### src/rtl/fetch_pkg.sv
// fetch_pkg: shared types and constants for the fetch stage.
// Provides XLEN, the NOP encoding and the buffered fetch entry {pc, inst}.
package fetch_pkg;

  localparam int XLEN = 32;
  localparam logic [XLEN-1:0] NOP_INST = 32'h0000_0013;

  typedef struct packed {
    logic [XLEN-1:0] pc;
    logic [XLEN-1:0] inst;
  } fetch_entry_t;

endpackage

### src/rtl/fetch_fifo.sv
// fetch_fifo: synchronous FIFO of fetch_entry_t with push/pop/flush.
// Ports: push/push_data in; pop/flush in; valid/head/count out (head from flops).
module fetch_fifo
  import fetch_pkg::*;
#(
  parameter int DEPTH = 2
) (
  input  logic                   clk,
  input  logic                   rst_n,
  input  logic                   flush,
  input  logic                   push,
  input  fetch_entry_t           push_data,
  input  logic                   pop,
  output logic                   valid,
  output fetch_entry_t           head,
  output logic [$clog2(DEPTH):0] count
);

  localparam int AW = $clog2(DEPTH);
  localparam fetch_entry_t RST_ENTRY = '{pc: '0, inst: NOP_INST};

  fetch_entry_t  mem_q [DEPTH];
  fetch_entry_t  mem_d [DEPTH];
  logic [AW-1:0] wr_ptr_q, wr_ptr_d;
  logic [AW-1:0] rd_ptr_q, rd_ptr_d;
  logic [AW:0]   count_q, count_d;
  logic          do_pop;

  always_comb begin
    mem_d    = mem_q;
    wr_ptr_d = wr_ptr_q;
    rd_ptr_d = rd_ptr_q;
    count_d  = count_q;
    do_pop   = pop && (count_q != '0);
    if (flush) begin
      wr_ptr_d = '0;
      rd_ptr_d = '0;
      count_d  = '0;
    end else begin
      if (push) begin
        mem_d[wr_ptr_q] = push_data;
        wr_ptr_d        = wr_ptr_q + AW'(1);
      end
      if (do_pop) begin
        rd_ptr_d = rd_ptr_q + AW'(1);
      end
      count_d = count_q + (AW+1)'(push)
                        - (AW+1)'(do_pop);
    end
  end

  always_ff @(posedge clk or negedge rst_n) begin
    if (!rst_n) begin
      for (int i = 0; i < DEPTH; i++) begin
        mem_q[i] <= RST_ENTRY;
      end
      wr_ptr_q <= '0;
      rd_ptr_q <= '0;
      count_q  <= '0;
    end else begin
      mem_q    <= mem_d;
      wr_ptr_q <= wr_ptr_d;
      rd_ptr_q <= rd_ptr_d;
      count_q  <= count_d;
    end
  end

  assign valid = (count_q != '0);
  assign head  = mem_q[rd_ptr_q];
  assign count = count_q;

endmodule

### src/rtl/fetch_unit.sv
// fetch_unit: RV32I fetch stage; PC, imem req/gnt/rvalid, response FIFO, redirect.
// Ports: imem_* to memory, redirect_* in, inst_* to decode, misalign_err (FETCH_MISALIGN_TRAP_EN).
module fetch_unit
  import fetch_pkg::*;
#(
  parameter logic [31:0] RESET_PC = 32'h0000_0000,
  parameter int          DEPTH    = 2
) (
  input  logic            clk,
  input  logic            rst_n,
  output logic            imem_req,
  output logic [XLEN-1:0] imem_addr,
  input  logic            imem_gnt,
  input  logic            imem_rvalid,
  input  logic [XLEN-1:0] imem_rdata,
  input  logic            redirect_valid,
  input  logic [XLEN-1:0] redirect_pc,
  output logic            inst_valid,
  output logic [XLEN-1:0] inst,
  output logic [XLEN-1:0] inst_pc,
  input  logic            inst_ready,
  output logic            misalign_err
);

  localparam int CW = $clog2(DEPTH) + 1;
  localparam logic [CW:0] DEPTH_W = (CW+1)'(DEPTH);

  logic [XLEN-1:0] fetch_pc_q, fetch_pc_d;
  logic [XLEN-1:0] rsp_pc_q, rsp_pc_d;
  logic [CW-1:0]   inflight_q, inflight_d;
  logic [CW-1:0]   drop_q, drop_d;
  logic            started_q;
  logic            err_q, err_d;

  logic [CW-1:0]   count;
  logic [CW:0]     used;
  logic [XLEN-1:0] redir_pc;
  logic            gnt_fire;
  logic            push;
  logic            pop;
  logic            fifo_valid;
  fetch_entry_t    push_data;
  fetch_entry_t    head;

  // Stale (to-be-dropped) responses never land in the FIFO,
  // so they give their credit back immediately.
  assign used = {1'b0, count} + {1'b0, inflight_q}
              - {1'b0, drop_q};

  assign imem_req  = started_q && !err_q
                  && (used < DEPTH_W);
  assign imem_addr = fetch_pc_q;
  assign gnt_fire  = imem_req && imem_gnt;
  assign redir_pc  = redirect_pc & ~32'h3;

  always_comb begin
    fetch_pc_d = fetch_pc_q;
    rsp_pc_d   = rsp_pc_q;
    drop_d     = drop_q;
    push       = 1'b0;
`ifdef FETCH_MISALIGN_TRAP_EN
    err_d      = err_q;
`else
    err_d      = 1'b0;
`endif
    inflight_d = inflight_q + CW'(gnt_fire)
                            - CW'(imem_rvalid);
    if (gnt_fire) begin
      fetch_pc_d = fetch_pc_q + 32'd4;
    end
    if (imem_rvalid) begin
      if (drop_q != '0) begin
        drop_d = drop_q - CW'(1);
      end else begin
        push     = 1'b1;
        rsp_pc_d = rsp_pc_q + 32'd4;
      end
    end
    // Everything still outstanding after this cycle is stale.
    if (redirect_valid) begin
      push       = 1'b0;
      fetch_pc_d = redir_pc;
      rsp_pc_d   = redir_pc;
      drop_d     = inflight_d;
`ifdef FETCH_MISALIGN_TRAP_EN
      err_d      = |redirect_pc[1:0];
`endif
    end
  end

  always_ff @(posedge clk or negedge rst_n) begin
    if (!rst_n) begin
      fetch_pc_q <= RESET_PC;
      rsp_pc_q   <= RESET_PC;
      inflight_q <= '0;
      drop_q     <= '0;
      started_q  <= 1'b0;
      err_q      <= 1'b0;
    end else begin
      fetch_pc_q <= fetch_pc_d;
      rsp_pc_q   <= rsp_pc_d;
      inflight_q <= inflight_d;
      drop_q     <= drop_d;
      started_q  <= 1'b1;
      err_q      <= err_d;
    end
  end

  assign push_data = '{pc: rsp_pc_q, inst: imem_rdata};
  assign pop       = fifo_valid && inst_ready;

  fetch_fifo #(
    .DEPTH(DEPTH)
  ) u_fifo (
    .clk      (clk),
    .rst_n    (rst_n),
    .flush    (redirect_valid),
    .push     (push),
    .push_data(push_data),
    .pop      (pop),
    .valid    (fifo_valid),
    .head     (head),
    .count    (count)
  );

  assign inst_valid   = fifo_valid;
  assign inst         = head.inst;
  assign inst_pc      = head.pc;
  assign misalign_err = err_q;

endmodule

### config.mk
export PLATFORM = sky130hd
export DESIGN_NAME = fetch_unit
export DESIGN_NICKNAME = d
export VERILOG_FILES = /design/src/rtl/fetch_pkg.sv /design/src/rtl/fetch_fifo.sv /design/src/rtl/fetch_unit.sv
export SDC_FILE = /design/constraint.sdc
export NUM_CORES = 1
export LEC_CHECK = 0
export CORE_MARGIN = 4
export CORE_UTILIZATION = 57
export DETAILED_ROUTE_END_ITERATION = 10
export GPL_TIMING_DRIVEN = 1
export PLACE_DENSITY_LB_ADDON = 0.1
export SYNTH_ARGS = -nofsm -noshare
export SYNTH_HDL_FRONTEND = slang
export SYNTH_SLANG_ARGS = --single-unit
### constraint.sdc
create_clock -name clk -period 6.3 [get_ports clk]
set_input_delay 1.26 -clock clk [delete_from_list [all_inputs] [get_ports clk]]
set_output_delay 1.26 -clock clk [all_outputs]
set_load 0.01 [all_outputs]
Yosys cells after proc, flatten, opt, wreduce, memory -nomap -nowiden:

Index checks and enable logic that the tools add are counted.

* multiplexer cells: 22
* reductions and logical operators: 15
* bitwise logic cells: 3
* equal/unequal tests: 1
* order comparisons: 4
* add/sub/neg operators: 11

Operators by type and width (count)
* two-way mux 64 bit: 4
* two-way mux 32 bit: 5
* bitwise mux 128 bit: 1
* adder 32 x 3 -> 32 bit, second input constant: 2
* demux 64 bit (select 1 bit): 1
* nonzero test 2 bit: 7
* two-way mux 2 bit: 4
* two-way mux 1 bit: 7
* AND reduction 2 bit: 3
* logical AND 1 bit: 5
* adder 2 x 1 -> 2 bit: 2
* >= comparator 2 bit, second input constant: 2
* inverter 1 -> 2 bit: 2
* subtractor 2 x 1 -> 2 bit: 2
* adder 2 x 2 -> 3 bit: 1
* less-than comparator 3 x 2 -> 1 bit, second input constant: 1
* subtractor 3 x 2 -> 3 bit: 1
* adder 1 bit, second input constant: 2
* less-than comparator 2 x 1 -> 1 bit, second input constant: 1
* inequality test 2 bit, second input constant: 1
* subtractor 2 x 1 -> 2 bit, second input constant: 1
* inverter 1 bit: 1

* register bits: 201
* output and inout port bits: 99
* word-level logic and storage cells: 68

Logic depth before layout (Yosys ltp):

* depth after elaboration: 8
* mapped depth: 14

By module:

From an unflattened synthesis, not the netlist that was laid out.

* cell total of the unflattened synthesis: 817
* area, all modules: 10252.3 µm²

Modules (own cells, without submodules)
* fetch_fifo: cells an instance 361, area each 6152.2 µm², instances 1
* fetch_unit: cells an instance 456, area each 4100.2 µm², instances 1

Worst setup path after synthesis:

No wires, ideal clock.

* path type: register to output
* start: register inflight_q[1]
* end: output port imem_req
* arrival time: 1.872 ns
* cell stages (with the launch flop): 6
* path buffers: 0
* path slack: 3.168 ns
* data required time: 5.040 ns
* cell sequence: dfrtp_1 -> fa_1 -> inv_1 -> fa_1 -> xnor2_1 -> and3_1

* longest elaborated chain between the ends: 4

RTL lines
* from (decl): line fetch_unit.sv:30 `logic [CW-1:0] inflight_q, inflight_d;`
* from (signal assigned): line fetch_unit.sv:102 `inflight_q <= inflight_d;`
* adder 2 x 2 -> 3 bit: line fetch_unit.sv:47 `assign used = {1'b0, count} + {1'b0, inflight_q}`
* subtractor 3 x 2 -> 3 bit: line fetch_unit.sv:48 `- {1'b0, drop_q};`
* less-than comparator 3 x 2 -> 1 bit: line fetch_unit.sv:51 `&& (used < DEPTH_W);`
* logical AND 1 bit: line fetch_unit.sv:51
* to (decl): line fetch_unit.sv:11 `output logic imem_req,`

Every way passes these cells.

Final worst setup path:

Ends and elaborated chain as after synthesis.

==> impl_metrics.tcl <==
set metrics [dict create \
    status "complete, no violations" \
    port_buffers 161 \
    ys.flop_type "dfrtp_1" \
    n_fill_cell 1066 \
    hold_path.class "reg2reg" \
    synthCells 767 \
    grt_pass1_wl_mm 36.6 \
    num_rows 46 \
    grt_pass1_vias 7281 \
    cts_hold_buf 0 \
    synth_seq_cells 193 \
    syn_to_final_growth_pct 25.5 \
    gr-total-overflow 0 \
    initial_core_util_pct 58.6 \
    rsz0062_at_grt "false" \
    yosysWarnings 0 \
    cts.sinks 193 \
    firstDrtPassIters 5 \
    core_area_um2 15900 \
    route.detailed.drc 0 \
    instances_no_fill 1139 \
    worstMarginPinSlew_ns 1.14 \
    placed_cell_area_um2 11100 \
    dr_wl_met3_mm 1.32 \
    vias_per_cell 6.02 \
    via_count 6855 \
    drt_wl_total_mm 22.5 \
    dpl.hpwl_mm 15.4 \
    register_area_um2 4840 \
    tritoncts "built" \
    antenna_found_initial 0 \
    synth_cell_types 42 \
    drt_iter0_drc 552 \
    final_area_um2 11700 \
    clk_latency_ns 0.43 \
    postCtsSetupRepairBufs 0 \
    setup_viol 0 \
    fp.dieH_um 136 \
    tns_ns 0 \
    n_antenna_cell 0 \
    ys_seq_area_share_pct 51.8 \
    multi_input_area_um2 4250 \
    max-vdd-ir-drop_uv 232 \
    ios 169 \
    top_layer "met4" \
    power_density_nw_per_um2 453 \
    die_x_um 136 \
    wl_met2_mm 11.3 \
    clockBufferDepth 2 \
    critPathLaunchType "register" \
    critPathKind "reg2out" \
    critPathArrivalTime_ns 2.91 \
    cp-end-kind "primary output" \
    max_slew_margin_pct 23.9 \
    drive_gt1_share_pct 26.9 \
    synth_area_um2 9340 \
    dp.cells 1107 \
    clockRootBuffer "clkbuf_16" \
    grtUsageTotal_pct 25.0 \
    required_ns 5.04 \
    synth_enable_flop_cells 0 \
    finClkSkew_ns 0.0108 \
    drv_slew 0 \
    path_clk_slew_ns 0.07 \
    nets 990 \
    ant_nets 0 \
    max_freq_mhz 240 \
    routabilityCongestion 0.870 \
    drv_cap 0 \
    wl_per_cell_um 19.8 \
    grt_max_degree 79 \
    synthArstFlopShare_pct 100 \
    p_leak_nw 4.77 \
    hold_viol_final 0 \
    drt-met1-wl_mm 9.65 \
    final.min_clock_period_ns 4.17 \
    syn_area_per_cell_um2 12.2 \
    cp_max_fo 3 \
    min_period_over_period_pct 66.2 \
    cts.repair.resized 0 \
    cts_buffers 17 \
    htreeDepth 4 \
    die-area_um2 18500 \
]
==> metrics by stage <==
stage	total power [mW]	utilization [%]	hold WS [ns]	setup slack [ns]
after detailed placement	4.18	69.5	0.487	2.26
after global routing	5.61	73.5	0.513	1.99
final	5.30	73.5	0.500	2.13
after floorplan	3.20	-	0.474	3.17
after CTS	5.35	73.5	0.503	2.09
after global placement	4.06	69.5	0.481	2.30
==> cell families (layout without fill, tap and decap cells) <==
| kind of cell | Yosys count | in the layout | share of synthesized area (%) |
|---|---|---|---|
| compound gates | 90 | 90 | 6.15 |
| mux | 199 | 199 | 24.0 |
| buf+inv | 64 | 216 | 2.92 |
| other cells | 2 | 6 | 0.0804 |
| fa+ha+maj | 10 | 10 | 1.50 |
| simple gates | 181 | 181 | 10.9 |
| xor+xnor | 28 | 28 | 2.63 |
| flops | 193 | 193 | 51.8 |
==> cell type report <==
cell class              instances  share of cell area [%]
inverters                      16                   0.513
multi-input cells             514                    36.3
flip-flops and latches        193                    41.3
clock inverters                 9                    1.31
clock buffers                  23                    4.08
repair buffers                168                    14.2
well taps                     216                    2.31
==> Yosys cell counts, types with 2 or more instances <==
cell	n	area (um^2)
nand2_1	25	93.8
nand2b_1	3	18.8
nor4bb_1	2	20.0
or2_2	2	12.5
a211oi_1	3	22.5
and4_1	9	78.8
a21oi_1	12	60.1
buf_2	5	25.0
o21ai_0	13	65.1
nor3_1	8	40.0
nand4_1	19	119
fa_1	2	40.0
or4_1	28	210
mux2i_1	3	30.0
or3_1	10	62.6
conb_1	2	7.51
and2_1	3	18.8
buf_1	7	26.3
nor4_1	10	62.6
a31oi_1	33	206
inv_1	15	56.3
ha_1	8	100
buf_4	5	37.5
dfstp_2	6	158
nand3_1	18	90.1
mux2_2	196	2210
xor2_1	10	87.6
and3_1	5	31.3
o31ai_1	25	188
o31a_1	2	17.5
clkbuf_1	30	113
xnor2_1	18	158
dfrtp_1	187	4680
nor2_1	35	131
==> metal layers <==
metal	global-route usage, %	vias up
li1	-	3121
met1	32.9	3416
met2	42.6	291
met3	4.33	27
met4	7.45	0
met5	0	-
==> registers in the layout, summed over array words and instances (netlist names) <==
signal	count
u_fifo.mem_q	124
imem_addr	30
rsp_pc_q	30
drop_q	2
inflight_q	2
u_fifo.count	2
started_q	1
u_fifo.rd_ptr_q	1
u_fifo.wr_ptr_q	1
==> critical path, cell delays in order, from the launching register on <==
cell and delay [ns]:
dfrtp_1 0.42, fa_1 0.54, inv_1 0.06, fa_1 0.47, xnor2_1 0.27, and3_1 0.20, clkdlybuf4s50_1 0.53
==> layout by cell type (no fill, tap or decap), types with 12 or more instances in the layout <==
master,n
nand2_1,24
clkdlybuf4s50_1,160
clkbuf_16,17
o31ai_1,25
nor2_1,35
a31oi_1,33
or4_1,28
dfrtp_1,186
inv_1,15
xnor2_1,18
nand4_1,19
nand3_1,18
a21oi_1,12
o21ai_0,13
mux2_2,196
==> power breakdown <==
part / switching (mW) / internal [mW]
logic: 0.847 / 1.28
clock network: 0.452 / 0.696
registers: 0.315 / 1.71
total: 1.61 / 3.69
==> worst paths after layout <==
check / start / endpoint / slack, ns / cells after the start
hold reg to reg: u_fifo.mem_q[69] / u_fifo.mem_q[69] / 0.50 / 1
min in group asynchronous: rst_n / u_fifo.mem_q[69] / 0.79 / 1
hold / removal: u_fifo.mem_q[69] / u_fifo.mem_q[69] / 0.50 / 1
setup reg to reg: inflight_q[1] / imem_addr[31] / 2.86 / 7
max in group asynchronous: rst_n / u_fifo.mem_q[89] / 4.15 / 2
setup / recovery: inflight_q[1] / imem_req / 2.13 / 6
Power figures use the tool's default switching activity.
